<file path="src/rtl/exp_arbiter.sv">
// Round-robin share of one exp unit by two requesters; response at least 3 cycles after accept, held until rspN_ready.
// No new operand is accepted while a transaction is open. Define EXP_ARB_TIMEOUT_EN for a WAIT timeout with sticky err.
module exp_arbiter #(
  parameter int TIMEOUT_CYCLES = 63
) (
  input  logic       CLOCK_50,
  input  logic       reset,
  input  logic       req0_valid,
  input  logic [9:0] req0_x,
  output logic       req0_ready,
  input  logic       req1_valid,
  input  logic [9:0] req1_x,
  output logic       req1_ready,
  output logic       rsp0_valid,
  output logic [9:0] rsp0_data,
  input  logic       rsp0_ready,
  output logic       rsp1_valid,
  output logic [9:0] rsp1_data,
  input  logic       rsp1_ready,
  output logic [9:0] exp_x,
  output logic       exp_start,
  input  logic [9:0] exp_result,
  input  logic       exp_done,
  output logic       busy,
  output logic       err
);

  typedef enum logic [1:0] {IDLE, ISSUE, WAIT, RESP} state_t;

  state_t     state_q, state_d;
  logic       grant_q, grant_d;
  logic       last_q, last_d;
  logic       pick;
  logic [9:0] exp_x_q, exp_x_d;
  logic [9:0] rsp_data_q, rsp_data_d;

`ifdef EXP_ARB_TIMEOUT_EN
  localparam int CW = $clog2(TIMEOUT_CYCLES + 1);
  logic [CW-1:0] cnt_q, cnt_d;
  logic          err_q, err_d;
`endif

  if (TIMEOUT_CYCLES < 1) begin : g_bad_timeout
    $error("TIMEOUT_CYCLES must be at least 1");
  end

  // On a tie the port not granted last wins; a lone requester always wins.
  assign pick = (req0_valid & req1_valid) ? ~last_q : req1_valid;

  always_comb begin
    state_d    = state_q;
    grant_d    = grant_q;
    last_d     = last_q;
    exp_x_d    = exp_x_q;
    rsp_data_d = rsp_data_q;
    req0_ready = 1'b0;
    req1_ready = 1'b0;
    exp_start  = 1'b0;
    rsp0_valid = 1'b0;
    rsp1_valid = 1'b0;
`ifdef EXP_ARB_TIMEOUT_EN
    cnt_d      = cnt_q;
    err_d      = err_q;
`endif
    case (state_q)
      IDLE: begin
        if (!reset && (req0_valid || req1_valid)) begin
          req0_ready = ~pick;
          req1_ready = pick;
          grant_d    = pick;
          exp_x_d    = pick ? req1_x : req0_x;
          state_d    = ISSUE;
        end
      end
      ISSUE: begin
        exp_start = 1'b1;
        state_d   = WAIT;
`ifdef EXP_ARB_TIMEOUT_EN
        cnt_d     = '0;
`endif
      end
      WAIT: begin
        if (exp_done) begin
          rsp_data_d = exp_result;
          state_d    = RESP;
        end
`ifdef EXP_ARB_TIMEOUT_EN
        else if (cnt_q == CW'(TIMEOUT_CYCLES - 1)) begin
          rsp_data_d = 10'h3FF;
          err_d      = 1'b1;
          state_d    = RESP;
        end else begin
          cnt_d = cnt_q + CW'(1);
        end
`endif
      end
      RESP: begin
        rsp0_valid = ~grant_q;
        rsp1_valid = grant_q;
        if (grant_q ? rsp1_ready : rsp0_ready) begin
          last_d  = grant_q;
          state_d = IDLE;
        end
      end
      default: state_d = IDLE;
    endcase
  end

  always_ff @(posedge CLOCK_50 or posedge reset) begin
    if (reset) begin
      state_q    <= IDLE;
      grant_q    <= 1'b0;
      last_q     <= 1'b1;
      exp_x_q    <= 10'h000;
      rsp_data_q <= 10'h000;
`ifdef EXP_ARB_TIMEOUT_EN
      cnt_q      <= '0;
      err_q      <= 1'b0;
`endif
    end else begin
      state_q    <= state_d;
      grant_q    <= grant_d;
      last_q     <= last_d;
      exp_x_q    <= exp_x_d;
      rsp_data_q <= rsp_data_d;
`ifdef EXP_ARB_TIMEOUT_EN
      cnt_q      <= cnt_d;
      err_q      <= err_d;
`endif
    end
  end

  assign busy      = (state_q != IDLE);
  assign exp_x     = exp_x_q;
  assign rsp0_data = rsp0_valid ? rsp_data_q : 10'h000;
  assign rsp1_data = rsp1_valid ? rsp_data_q : 10'h000;
`ifdef EXP_ARB_TIMEOUT_EN
  assign err = err_q;
`else
  assign err = 1'b0;
`endif

endmodule

</file>
<file path="config.mk">
export PLATFORM = sky130hd
export DESIGN_NAME = exp_arbiter
export DESIGN_NICKNAME = d
export VERILOG_FILES = /design/src/rtl/exp_arbiter.sv
export SDC_FILE = /design/constraint.sdc
export NUM_CORES = 1
export LEC_CHECK = 0
export CAP_MARGIN = 25
export CORE_MARGIN = 5
export CORE_UTILIZATION = 30
export DETAILED_ROUTE_END_ITERATION = 16
export HOLD_SLACK_MARGIN = 0.08
export PLACE_DENSITY = 0.76
export SLEW_MARGIN = 20
export SYNTH_ARGS = -nofsm -noshare
export SYNTH_HDL_FRONTEND = slang
export SYNTH_SLANG_ARGS = --single-unit
</file>
<file path="constraint.sdc">
create_clock -name CLOCK_50 -period 2.33 [get_ports CLOCK_50]
set_input_delay 0.5825 -clock CLOCK_50 [delete_from_list [all_inputs] [get_ports CLOCK_50]]
set_output_delay 0.5825 -clock CLOCK_50 [all_outputs]
set_load 0.1 [all_outputs]
</file>
# After elaboration in Yosys (flattened, before gate mapping)
# Cells that the tools add are included.
# op_classes
shifts,0
eq_ne,6
mul,0
reduce_logical,9
n_addsub,0
mux,16
n_div,0
n_bitwise,4
magnitude_cmp,0
# op_table
cell,n
10-bit 2-to-1 mux,3
1-bit 2-to-1 mux,9
2-bit one-hot mux with 4 select lines,1
2-bit 2-to-1 mux,3
"2-bit != test, second input constant",3
2-bit AND reduction,3
"2-bit equality test, second input constant",2
1-bit NOT,3
3-bit AND reduction,1
"2-bit by 1-bit equality test with 1-bit output, second input constant",1
2-bit logical NOT,1
2-bit nonzero test,1
1-bit AND,1
1-bit logical AND,1
1-bit logical NOT,1
1-bit logical OR,1
# totals
register_bits,24
memories,0
ram_bits,0
in_bits,37
out_inout_bits,37
latch_bits,0
mem_bits_ro,0

# Logic depth before layout (Yosys ltp)
# Gate-level depths: netlist of the first run.
# logic_depth
ltp_word,5
depth_mapped,7

# Worst setup path before layout of the first run
# No wires, ideal clock.
# synth_timing
path_type,register to output
from,register state_q[0]
to,output req1_ready
required_time_ps,1747
path_buffers,2
arrival_ps,3032
stages_incl_launch_ff,8
setup_slack_ps,-1285
path_cell_list,dfrtp_1 inv_1 ha_1 inv_1 or2_1 buf_6 buf_6 nor2b_1
# synth_between
elab_chain_len,2
# synth_lines
item,line_no,text
from (decl),30,"state_t state_q, state_d;"
from (signal assigned),121,state_q <= state_d;
2-bit logical NOT,65,case (state_q)
1-bit 2-to-1 mux,65,
to (decl),13,"output logic req1_ready,"
# No other way between the ends.

# Worst setup path in the final report of the first run
# layout_timing
from,register state_q[1]
to,output req1_ready
# Same word-level chain as after synthesis.

==> results of run 1 <==
[cells by family after synthesis]
logic type | Yosys count
flip-flops | 24
adder cells (fa/ha/maj) | 5
AND/OR/NAND/NOR | 28
buffers and inverters | 12
other | 1
multiplexers | 33
AO/OA/AOI/OAI | 7
[layout by cell type (no fill, tap or decap), drive strengths merged, types with 2 or more instances in the layout]
cell / netlist / layout
nand2: 2 / 2
nor2: 2 / 2
dfrtp: 23 / 23
buf: 4 / 48
dlygate4sd2: 0 / 3
and3: 10 / 10
ha: 5 / 5
and2: 11 / 11
inv: 5 / 4
a21oi: 2 / 2
clkbuf: 3 / 4
mux2: 32 / 32
clkdlybuf4s50: 0 / 33
[final cells by class]
cell class | count | area [um2]
fill | 370 | 1829
timing repair buffer | 84 | 1042
multi-input combinational | 74 | 768.2
sequential | 24 | 601.8
tap | 52 | 65.06
clock buffer | 4 | 55.05
inverter | 5 | 22.52
[layer usage]
metal	up-vias	routed length [um]	track usage (%)	part of all wire (%)
met5	-	0	0	0
met3	4	212	2.546	6.1
li1	543	-	-	-
met2	47	1771	20.03	51
met1	521	1464	14.40	42
met4	0	41	3.093	1.2
[state kept, by name (all words and copies together), names as in the netlist]
signal,count
rsp_data_q,10
last_q,1
grant_q,1
exp_x,10
state_q,2
[metrics by stage]
step / util, % / cell area [um2] / cells / hold WS (ps)
6_report: 58.28 / 2555 / 243 / 477.5
5_1_grt: 58.28 / 2555 / 243 / 509.3
4_1_cts: 58.28 / 2555 / 243 / 484.1
3_5_place_dp: 56.62 / 2482 / 239 / 497.9
3_3_place_gp: 56.62 / 2482 / 239 / 494.9
2_1_floorplan: - / 1428 / 110 / 484.6
[critical path: cells and delay by family, from the launching register on]
kind	cells	cell delay, ps
flip-flops	1	420
buffers and inverters	3	390
adder cells (fa/ha/maj)	1	160
AND/OR/NAND/NOR	2	440
[how the worst max path moves through the flow]
stage | from | end | depth (start not counted)
floorplan | state_q[1] | req1_ready | 7
global placement | reset | req1_ready | 5
detailed placement | reset | req1_ready | 5
CTS | state_q[1] | req1_ready | 6
global route | state_q[1] | req1_ready | 6
finish | state_q[1] | req1_ready | 6
==> results.toml, run 1 <==
[status]
run_status = "finished, final reports clean"

[timing]
setup_viol = 0
layout_setup_ws_ps = 65.14
min_period_ps = 2265
rsz0062_at_grt = "no"
period_share_pct = 97.20
fin_setup_tns_ps = 0
slew_viol_final = 0
finalHoldViolCount = 0
worst_clock_skew_ps = 1.346
max_clock_freq_mhz = 441.5

[placement]
dp_worst_setup_slack_ps = -144.7
place_congestion = 0.7305
port_buffers = 72
dp_hpwl_mm = 3.042

[die]
start_util_pct = 31.11
die-width_um = 77.43
die_h_um = 77.43
rows = 24
core_area_um2 = 4384
die_area_um2 = 5995
io_pins = 74

[clock_tree]
cts_max_level = 1
cts_tree = "built"
insertion_delay_ps = 250
cts.sinks = 24
cts_made_buffers = 3
ctsResizeCount = 6
hold_buffers = 0
cts_setup_buffers = 0
cts-root-buf = "clkbuf_8"
path_clk_slew_ps = 80
max-clock-path-buffers = 2

[yosys]
synth_cells = 110
synthesis.area_um2 = 1364
syn_nets = 152
synth_most_common_cell = "dfrtp_1"
ys_types = 27
synth_top_area_share_pct = 42.20
synth-compound-area-share_pct = 4.404
synth_warnings = 0
synth-xor-area-share_pct = 0
ys.flop_type = "dfrtp_1"
synth_area_leaders = "dfrtp_1, mux2_2, mux2_4"
ys_seq_elements = 24
synthMuxAreaShare_pct = 29.36
synth_top_family_by_area = "multiplexers"
yosys.area_share.simple_pct = 12.48
yosysSeqAreaShare_pct = 44.13
synth-adder-area-share_pct = 4.587
synth_top_area_cell = "dfrtp_1"
synth_commonest_cells = "dfrtp_1, mux2_2, and2_1"
syn_area_per_cell_um2 = 12.40
synth_edf_count = 0
synthArstFlopShare_pct = 100.0

[global_route]
grt_overflow = 0
grt_usage_pct = 11.54
grt_pass1_wl_mm = 5.630
grt_pass1_vias = 1151
antenna_found_initial = 0
grt_max_degree = 16

[worst_setup_path]
crit_type = "reg2out"
start_kind = "flop"
crit_chain = "inv_2, ha_4, clkinvlp_4, or2_4, nor2b_4, buf_12"
reg2reg_from = "state_q[0]"
end_kind = "output pin"
r2r_cells = 4
critPathArrivalTime_ps = 1680
slowest_stage = "dfrtp_1"
slowest_delay_ps = 420
reg2reg_to = "state_q[1]"
cp.required_ps = 1750
ff2ff_setup_slack_ps = 550
path_max_fanout = 5

[drt]
drt_first_iter_violations = 47
post-route-drc-count = 0
detail_route.vias_per_cell = 4.588
wirelength_mm = 3.488
ant_nets = 0
dr.pass1.iters = 5
wl_per_cell_um = 14.35
vias = 1115

[job]
maxCapViolCount = 0

[finish]
antenna_cells = 0
nets = 234
areaGrowthSynthToFinish_pct = 87.34
drive_gt1_share_pct = 55.50

[hold_path]
min_path_type = "in2async"
Power of run 1 is left out: the tool's default activity adds up to more than one toggle a clock period on the data nets, which glitch-free logic cannot reach.
==> inputs of run 2 (changes only) <==
Settings changed: CAP_MARGIN 25 to 20.
Clock period 2.33 ns to 2.15 ns, I/O delays scaled along.
==> results.toml, run 2 (synthesis gave the netlist of run 1 again) <==
[drt]
detail_route.vias_per_cell = 4.641
ant_nets = 0
drt_first_iter_violations = 33
wirelength_mm = 3.725
post-route-drc-count = 0
vias = 1151
wl_per_cell_um = 15.02
dr.pass1.iters = 4

[global_route]
grt_pass1_vias = 1188
grt_max_degree = 25
grt_usage_pct = 12.52
antenna_found_initial = 0
grt_pass1_wl_mm = 5.871
grt_overflow = 0

[timing]
holdWs_ps = 453.8
setup_viol = 1
slew_viol_final = 0
maxSlewHeadroom_pct = 66.49
fin_setup_tns_ps = -11.57
worst_clock_skew_ps = 3.410
worst_pin_slew_ps = 502.7
layout_setup_ws_ps = -11.57
max_clock_freq_mhz = 462.6
finalHoldViolCount = 0
min_period_ps = 2162
period_share_pct = 100.5
rsz0062_at_grt = "yes"

[die]
die_h_um = 77.43
core_area_um2 = 4384
die-width_um = 77.43
io_pins = 74
rows = 24
die_area_um2 = 5995
start_util_pct = 31.11

[status]
violations = "negative setup slack"
run_status = "finished, violations left"

[clock_tree]
cts.sinks = 24
cts_max_level = 1
insertion_delay_ps = 280
max-clock-path-buffers = 2
path_clk_slew_ps = 80
cts_tree = "built"
cts_made_buffers = 3
cts-root-buf = "clkbuf_8"
hold_buffers = 0

[finish]
antenna_cells = 0
areaGrowthSynthToFinish_pct = 91.19
mostFrequentLayoutCell = "clkdlybuf4s50_1"
nets = 239
layout_common_cells = "clkdlybuf4s50_1, buf_4, buf_12, mux2_2, dfrtp_1"
final_area_um2 = 2608
drive_gt1_share_pct = 61.22
fin_cells = 248

[worst_setup_path]
crit_type = "reg2out"
path_max_fanout = 3
cp.required_ps = 1610
cp_top_family = "flip-flops"
crit_chain = "inv_2, ha_4, clkinvlp_4, or2_4, nor2b_4, buf_12"
slowest_stage = "dfrtp_1"
slowest_delay_ps = 420
end_kind = "output pin"
path_buf_inv = 3
critPathArrivalTime_ps = 1620
start_kind = "flop"

[placement]
port_buffers = 72
dp_hpwl_mm = 2.789
dp.cells = 234
place_congestion = 0.7044
place_area_um2 = 2455

[job]
maxCapViolCount = 0

[hold_path]
min_path_type = "in2async"
-- run 2: cell count changes in the layout (fill, tap and decap cells not counted), sizes merged --
cell	previous run	this run
buf	48	53
-- run 2: cell type report --
cell class                      instances  area, um2
Fill cell                             347       1777
Sequential cell                        24      603.1
Timing Repair Buffer                   89       1080
Multi-Input combinational cell         74      779.5
Inverter                                5      25.02
Tap cell                               52      65.06
Clock buffer                            4      55.05
-- run 2: per-layer routing --
| layer | part of all wire, % | track usage (%) | vias up | routed length (um) |
|---|---|---|---|---|
| met5 | 0 | 0 | - | 0 |
| met3 | 8.2 | 3.356 | 7 | 307 |
| met1 | 41 | 14.96 | 539 | 1517 |
| met2 | 49 | 21.46 | 58 | 1816 |
| li1 | - | - | 547 | - |
| met4 | 2.3 | 4.639 | 0 | 84 |
-- run 2: timing repair --
item,CTS,global route
gates cloned,0,0
pin swaps,2,2
endpoints found under the setup margin,3,3
buffers inserted,4,6
gates resized for setup,7,2
-- run 2: worst reg2reg max path: cells and delay by family, from the launching register on --
family,cells,cell delay [ps]
multiplexers,1,370
buffers and inverters,1,190
AO/OA/AOI/OAI,1,490
flip-flops,1,450
adder cells (fa/ha/maj),1,240
-- run 2: path summary, 6_finish.rpt --
kind                             from       endpoint  slack [ps]  depth (start not counted)
setup / recovery           state_q[1]     req1_ready         -10                          6
hold / removal                  reset  rsp_data_q[8]         450                          3
setup reg to reg           state_q[0]     state_q[1]         310                          4
hold reg to reg              exp_x[3]       exp_x[3]         520                          1
max in group asynchronous       reset         last_q        1410                          3
min in group CLOCK_50        exp_x[3]       exp_x[3]         520                          1
-- run 2: per-stage QoR --
| stage | worst slack [ps] | utilization [%] |
|---|---|---|
| after floorplan | -574.7 | - |
| after global placement | -192.6 | 55.99 |
| after detailed placement | -188.2 | 55.99 |
| after CTS | -32.58 | 58.36 |
| after global routing | -62.49 | 59.47 |
| final | -11.57 | 59.47 |
Power of run 2 is left out for the same reason.
==> inputs of run 3 (changes only) <==
Settings changed: CTS_CLUSTER_SIZE set to 14.
==> results of run 3 <==
Final layout, timing and power as in run 2 (identical DEF).
Power of run 3 is left out for the same reason.
